**config.mk**
```make
export PLATFORM = sky130hd
export DESIGN_NAME = gt1_loader_ctrl
export DESIGN_NICKNAME = d
export VERILOG_FILES = /design/src/rtl/gigatron_pkg.sv /design/src/rtl/gt1_grant_timer.sv /design/src/rtl/gt1_loader_ctrl.sv
export SDC_FILE = /design/constraint.sdc
export NUM_CORES = 1
export LEC_CHECK = 0
export CAP_MARGIN = 20
export CORE_ASPECT_RATIO = 0.7
export CORE_MARGIN = 2
export CORE_UTILIZATION = 40
export DETAILED_ROUTE_END_ITERATION = 10
export SLEW_MARGIN = 20
export SYNTH_ARGS = -nofsm -noshare
export SYNTH_HDL_FRONTEND = slang
export SYNTH_SLANG_ARGS = --single-unit
```
**constraint.sdc**
```tcl
create_clock -name clk_sys -period 7.1 [get_ports clk_sys]
set_clock_uncertainty 0.05 [all_clocks]
set_input_delay 1.42 -clock clk_sys [delete_from_list [all_inputs] [get_ports clk_sys]]
set_output_delay 1.42 -clock clk_sys [all_outputs]
set_load 0.02 [all_outputs]
```
**src/rtl/gigatron_pkg.sv**
```systemverilog
// Shared types and constants for the Gigatron GT1 loader.
package gigatron_pkg;

    typedef enum logic [3:0] {
        ST_IDLE,
        ST_REQ,
        ST_SEG_HI,
        ST_SEG_LO,
        ST_SEG_LEN,
        ST_DATA,
        ST_START_HI,
        ST_START_LO,
        ST_DONE,
        ST_ERR
    } gt1_state_t;

    localparam logic [7:0] GT1_TERMINATOR = 8'h00;
    localparam logic [7:0] GT1_LEN_256    = 8'h00;

    localparam int GIGATRON_RAM_AW_32K    = 15;
    localparam int GIGATRON_RAM_AW_64K    = 16;
    localparam int GIGATRON_RAM_BYTES_32K = 32768;
    localparam int GIGATRON_RAM_BYTES_64K = 65536;

endpackage

```
**src/rtl/gt1_grant_timer.sv**
```systemverilog
// Bus-grant watchdog: counts cycles from start until GNT_TIMEOUT, then holds expired.
module gt1_grant_timer #(
    parameter int GNT_TIMEOUT = 1023
) (
    input  logic clk_sys,
    input  logic reset,
    input  logic start,
    input  logic clear,
    output logic expired
);

    localparam int CW = $clog2(GNT_TIMEOUT + 1);

    logic [CW-1:0] cnt;
    logic          run;

    assign expired = run && (cnt == CW'(GNT_TIMEOUT));

    always_ff @(posedge clk_sys or posedge reset) begin
        if (reset) begin
            cnt <= '0;
            run <= 1'b0;
        end else if (start) begin
            cnt <= '0;
            run <= 1'b1;
        end else if (clear) begin
            cnt <= '0;
            run <= 1'b0;
        end else if (run && !expired) begin
            cnt <= cnt + 1'b1;
        end
    end

endmodule

```
**src/rtl/gt1_loader_ctrl.sv**
```systemverilog
// GT1 image loader: parses the HPS download stream into segments and writes
// them into Gigatron RAM while holding the CPU off the bus.
module gt1_loader_ctrl
    import gigatron_pkg::*;
#(
    parameter int RAM_AW      = 15,
    parameter int GNT_TIMEOUT = 1023
) (
    input  logic              clk_sys,
    input  logic              reset,
    input  logic              ioctl_download,
    input  logic              ioctl_wr,
    input  logic [7:0]        ioctl_dout,
    output logic              ioctl_wait,
    output logic              bus_req,
    input  logic              bus_gnt,
    output logic              ram_we,
    output logic [RAM_AW-1:0] ram_addr,
    output logic [7:0]        ram_data,
    output logic [15:0]       start_addr,
    output logic              load_done,
    output logic              load_error,
    output logic              busy
);

    gt1_state_t  state, state_d;
    logic        dl_q;
    logic        dl_rise;
    logic        first_seg;
    logic [7:0]  seg_hi, seg_lo, start_hi;
    logic [8:0]  count;
    logic [15:0] addr16;
    logic        granted;
    logic        take;
    logic        tmr_start, tmr_clear, tmr_expired;

    assign dl_rise = ioctl_download && !dl_q;
    assign granted = (state == ST_SEG_HI)   || (state == ST_SEG_LO)  ||
                     (state == ST_SEG_LEN)  || (state == ST_DATA)    ||
                     (state == ST_START_HI) || (state == ST_START_LO);
    // A byte only counts while the CPU is still halted.
    assign take    = granted && ioctl_wr && bus_gnt;
    assign addr16  = {seg_hi, seg_lo};

    assign ioctl_wait = (state == ST_REQ);
    assign bus_req    = (state == ST_REQ) || granted;
    assign busy       = bus_req;
    assign load_done  = (state == ST_DONE);

    assign tmr_start = (state == ST_IDLE) && dl_rise;
    assign tmr_clear = (state == ST_REQ) && (state_d != ST_REQ);

    gt1_grant_timer #(.GNT_TIMEOUT(GNT_TIMEOUT)) u_gnt_timer (
        .clk_sys (clk_sys),
        .reset   (reset),
        .start   (tmr_start),
        .clear   (tmr_clear),
        .expired (tmr_expired)
    );

    always_ff @(posedge clk_sys or posedge reset) begin
        if (reset) state <= ST_IDLE;
        else       state <= state_d;
    end

    always_comb begin
        state_d = state;
        case (state)
            ST_IDLE: if (dl_rise) state_d = ST_REQ;
            ST_REQ: begin
                if (!ioctl_download)  state_d = ST_ERR;
                else if (bus_gnt)     state_d = ST_SEG_HI;
                else if (tmr_expired) state_d = ST_ERR;
            end
            ST_SEG_HI, ST_SEG_LO, ST_SEG_LEN, ST_DATA, ST_START_HI, ST_START_LO: begin
                if (!bus_gnt) begin
                    state_d = ST_ERR;
                end else begin
                    if (ioctl_wr) begin
                        case (state)
                            ST_SEG_HI:   state_d = (ioctl_dout == GT1_TERMINATOR && !first_seg)
                                                   ? ST_START_HI : ST_SEG_LO;
                            ST_SEG_LO:   state_d = ST_SEG_LEN;
                            ST_SEG_LEN:  state_d = ST_DATA;
                            ST_DATA:     if (count == 9'd1) state_d = ST_SEG_HI;
                            ST_START_HI: state_d = ST_START_LO;
                            ST_START_LO: state_d = ST_DONE;
                            default:     state_d = state;
                        endcase
                    end
                    // The byte arriving with the download's end is honoured first.
                    if (!ioctl_download && state_d != ST_DONE) state_d = ST_ERR;
                end
            end
            ST_DONE: state_d = ST_IDLE;
            ST_ERR:  if (!ioctl_download) state_d = ST_IDLE;
            default: state_d = ST_IDLE;
        endcase
    end

    always_ff @(posedge clk_sys or posedge reset) begin
        if (reset) begin
            dl_q       <= 1'b0;
            first_seg  <= 1'b0;
            seg_hi     <= '0;
            seg_lo     <= '0;
            start_hi   <= '0;
            count      <= '0;
            start_addr <= '0;
            load_error <= 1'b0;
            ram_we     <= 1'b0;
            ram_addr   <= '0;
            ram_data   <= '0;
        end else begin
            dl_q   <= ioctl_download;
            ram_we <= 1'b0;

            if (state == ST_IDLE && dl_rise)
                load_error <= 1'b0;
            if (state_d == ST_ERR && state != ST_ERR)
                load_error <= 1'b1;
            // HPS must not strobe while stalled; the byte is lost, so flag it.
            if (state == ST_REQ && ioctl_wr)
                load_error <= 1'b1;

            if (state == ST_REQ && state_d == ST_SEG_HI)
                first_seg <= 1'b1;

            if (take) begin
                case (state)
                    ST_SEG_HI:  seg_hi <= ioctl_dout;
                    ST_SEG_LO:  seg_lo <= ioctl_dout;
                    ST_SEG_LEN: begin
                        count     <= (ioctl_dout == GT1_LEN_256) ? 9'd256 : {1'b0, ioctl_dout};
                        first_seg <= 1'b0;
                    end
                    ST_DATA: begin
                        ram_we   <= 1'b1;
                        ram_addr <= addr16[RAM_AW-1:0];
                        ram_data <= ioctl_dout;
                        seg_lo   <= seg_lo + 8'd1;
                        count    <= count - 9'd1;
                    end
                    ST_START_HI: start_hi   <= ioctl_dout;
                    ST_START_LO: start_addr <= {start_hi, ioctl_dout};
                    default: ;
                endcase
            end
        end
    end

endmodule
```
==> impl_metrics.ini <==
[logic_synthesis]
yosys-top-cells-area = dfrtp_1 (52%), mux2_1 (12%), nor2_1 (3.6%)
synth-seq-cells = 90
syn_avg_cell_area_um2 = 11.09
synthArstFlopShare_pct = 100.0
synth_area_um2 = 4369
ys_seq_area_share_pct = 51.55
post-synth-top-area-cell = dfrtp_1
synth_cell_type_count = 60
yosys_warnings = 0
synthesis.nets = 411
synthesis.instances = 394
synth_top_flop_cell = dfrtp_1
synth_edf_count = 0
synth_top_area_share_pct = 51.55

[critical_path]
cp-end-kind = output pin
worstSetupPathType = flop to output pin
worstPathMaxFanout = 23
reg2reg_slack_ns = 4.34
worstPathRequired_ns = 5.63
start_kind = flop
ff2ff_path_depth = 6
crit_arrival_ns = 2.45

[sta]
drv_slew = 0
setup-violations-final = 0
fmax_ghz = 0.2550
timing.final.crit_share_pct = 55.24
rsz0062_at_grt = false
worstMarginPinSlew_ns = 0.9168
final_hold_viol_count = 0
relSlewSlack_pct = 38.88
tns_ns = 0
post-route-min-period_ns = 3.922

[clock_tree]
ctsResizeCount = 0
cts_tree = done
clkTransAtPathRegs_ns = 0.07
cts-hold-fix-buffers = 0
cts_buffer_depth = 2
cts_root_buffer = clkbuf_16
postCtsSetupRepairBufs = 0
cts_sinks = 90
clk_latency_ns = 0.34
numCtsBuffers = 9
htree_levels = 3

[power_and_ir_drop]
p_per_area_nw_per_um2 = 296.4
peakVddDrop_uv = 138.9
leakage_uw = 0.002437

[global_route]
grt_usage_pct = 18.02
antenna_found_initial = 0
use_met1_pct = 27.56
grt_pass1_vias = 3167
grt_max_degree = 74
grt_pass1_wl_um = 16480
use_met2_pct = 24.38
met3_usage_pct = 5.127
grt-ovfl-total = 0
top_usage_layer = met1

[detailed_routing]
ant_nets = 0
wire_per_inst_um = 16.94
vias_per_cell = 5.510
drc = 0
drtIter0Drc = 205
first_pass_iters = 4
vias = 3196
wirelength_um = 9823

[run_status]
status = finished clean

[placed_design]
dp_hpwl_um = 6697
port-buffer-count = 57
place.gp.congestion = 0.8418
dp_cells = 564

[floorplanning]
row_count = 31
die_h_um = 91.44
die_x_um = 128.9
start_util_pct = 41.72
core_area_um2 = 10470
ios = 58
dieArea_um2 = 11790

[run]
maxCapViolations = 0

[layout]
layoutNonFillerInstCount = 580
antenna_cells = 0
nets = 460
syn_to_final_growth_pct = 21.19
drive_above_1_share_pct = 9.821

[hold_path]
holdCritPathClass = flop to flop
hold_path_depth = 1
==> kinds of logic (layout without fill, tap and decap cells) <==
group | Yosys count | after routing | share of synthesized area (%)
AOI/OAI and AO/OA | 72 | 72 | 10.34
and+or+nand+nor | 131 | 131 | 17.04
muxes | 55 | 55 | 14.12
buffers and inverters | 32 | 86 | 3.808
DFF | 90 | 90 | 51.55
adders and majority gates | 4 | 4 | 1.146
xor gates and xnor gates | 10 | 10 | 2.005
==> sequential cells by signal, indices dropped and copies added, names as in the netlist, 4 cells and up <==
name / count
seg_lo: 8
ram_addr: 15
start_addr: 16
state: 4
count: 9
seg_hi: 7
ram_data: 8
start_hi: 8
u_gnt_timer.cnt: 10
==> critical path, stage by stage, from the launching register on <==
cell	delay, ns
dfrtp_1	0.88
nor4b_4	0.55
clkdlybuf4s50_1	0.69
==> cell type report <==
class	instances	area [µm²]
fillers	943	5177
clock buffers	11	242.7
flip-flops and latches	90	2252
well taps	132	165.2
clock inverters	5	60.06
repair buffers	58	578.1
inverters	12	46.29
multi-input cells	272	1951
==> power breakdown <==
part           leakage, µW  internal [µW]  total [µW]  switching (µW)
combinational      0.00108            173         386             213
sequential         0.00121            591         698             107
clock             0.000147            284         485             200
==> Yosys cell counts (2+ instances only) <==
| cell | number |
|---|---|
| mux2_2 | 7 |
| clkbuf_1 | 6 |
| nor3_1 | 9 |
| and3_1 | 3 |
| buf_6 | 3 |
| nand4_1 | 8 |
| o211ai_1 | 4 |
| nand2_1 | 24 |
| nand3_1 | 15 |
| o22a_1 | 2 |
| nor2b_1 | 6 |
| nor2_1 | 42 |
| buf_4 | 4 |
| xor2_1 | 3 |
| a31oi_1 | 8 |
| mux2_1 | 46 |
| nor3_2 | 2 |
| o21ai_0 | 13 |
| dfrtp_1 | 90 |
| inv_1 | 11 |
| buf_2 | 7 |
| nor4_4 | 2 |
| and4_1 | 3 |
| mux2i_1 | 2 |
| o31ai_1 | 2 |
| o21ai_1 | 8 |
| ha_1 | 4 |
| xnor2_1 | 7 |
| o22ai_1 | 3 |
| a21oi_1 | 19 |
| nand4b_1 | 2 |
==> cell usage in the layout (no fill, tap or decap), types with 3 or more instances in the layout <==
cell type,instances
and3_1,3
o22ai_1,3
clkdlybuf4s50_1,57
nor2_1,42
nand3_1,15
nand2_1,24
ha_1,4
dfrtp_1,90
and4_1,3
inv_1,10
clkbuf_16,9
nor3_1,9
a31oi_1,8
o211ai_1,4
mux2_1,46
o21ai_0,13
nand4_1,8
o21ai_1,8
nor2b_1,6
mux2_2,7
xor2_1,3
xnor2_1,7
a21oi_1,19
==> layer usage <==
layer	up-vias	part of all wire, %
met5	-	0
met4	0	1.3
met3	12	4.4
met2	76	43
met1	1593	52
li1	1515	-
==> through the flow <==
step	setup WS (ns)	total power (µW)	hold WS (ns)	area, µm²	util [%]
floorplan	3.295	967.9	0.4022	4369	-
global placement	3.325	1084	0.4108	4992	47.67
global route	3.048	1667	0.4541	5295	50.56
finish	3.178	1569	0.4328	5295	50.56
detailed placement	3.277	1092	0.4201	4992	47.67
CTS	3.184	1584	0.4349	5295	50.56
==> worst paths after layout <==
path                                             from                             end
min in group asynchronous                       reset  u_gnt_timer.cnt[1]$_DFFE_PP0P_
worst min-delay path            seg_hi[5]$_DFFE_PP0P_        ram_addr[13]$_DFFE_PP0P_
worst max-delay path               state[0]$_DFF_PP0_                      ioctl_wait
worst max register to register     state[0]$_DFF_PP0_  u_gnt_timer.cnt[4]$_DFFE_PP0P_
max in group asynchronous                       reset            count[8]$_DFFE_PP0P_
worst min register to register  seg_hi[5]$_DFFE_PP0P_        ram_addr[13]$_DFFE_PP0P_
No activity file was read; power rests on OpenSTA's default activity.
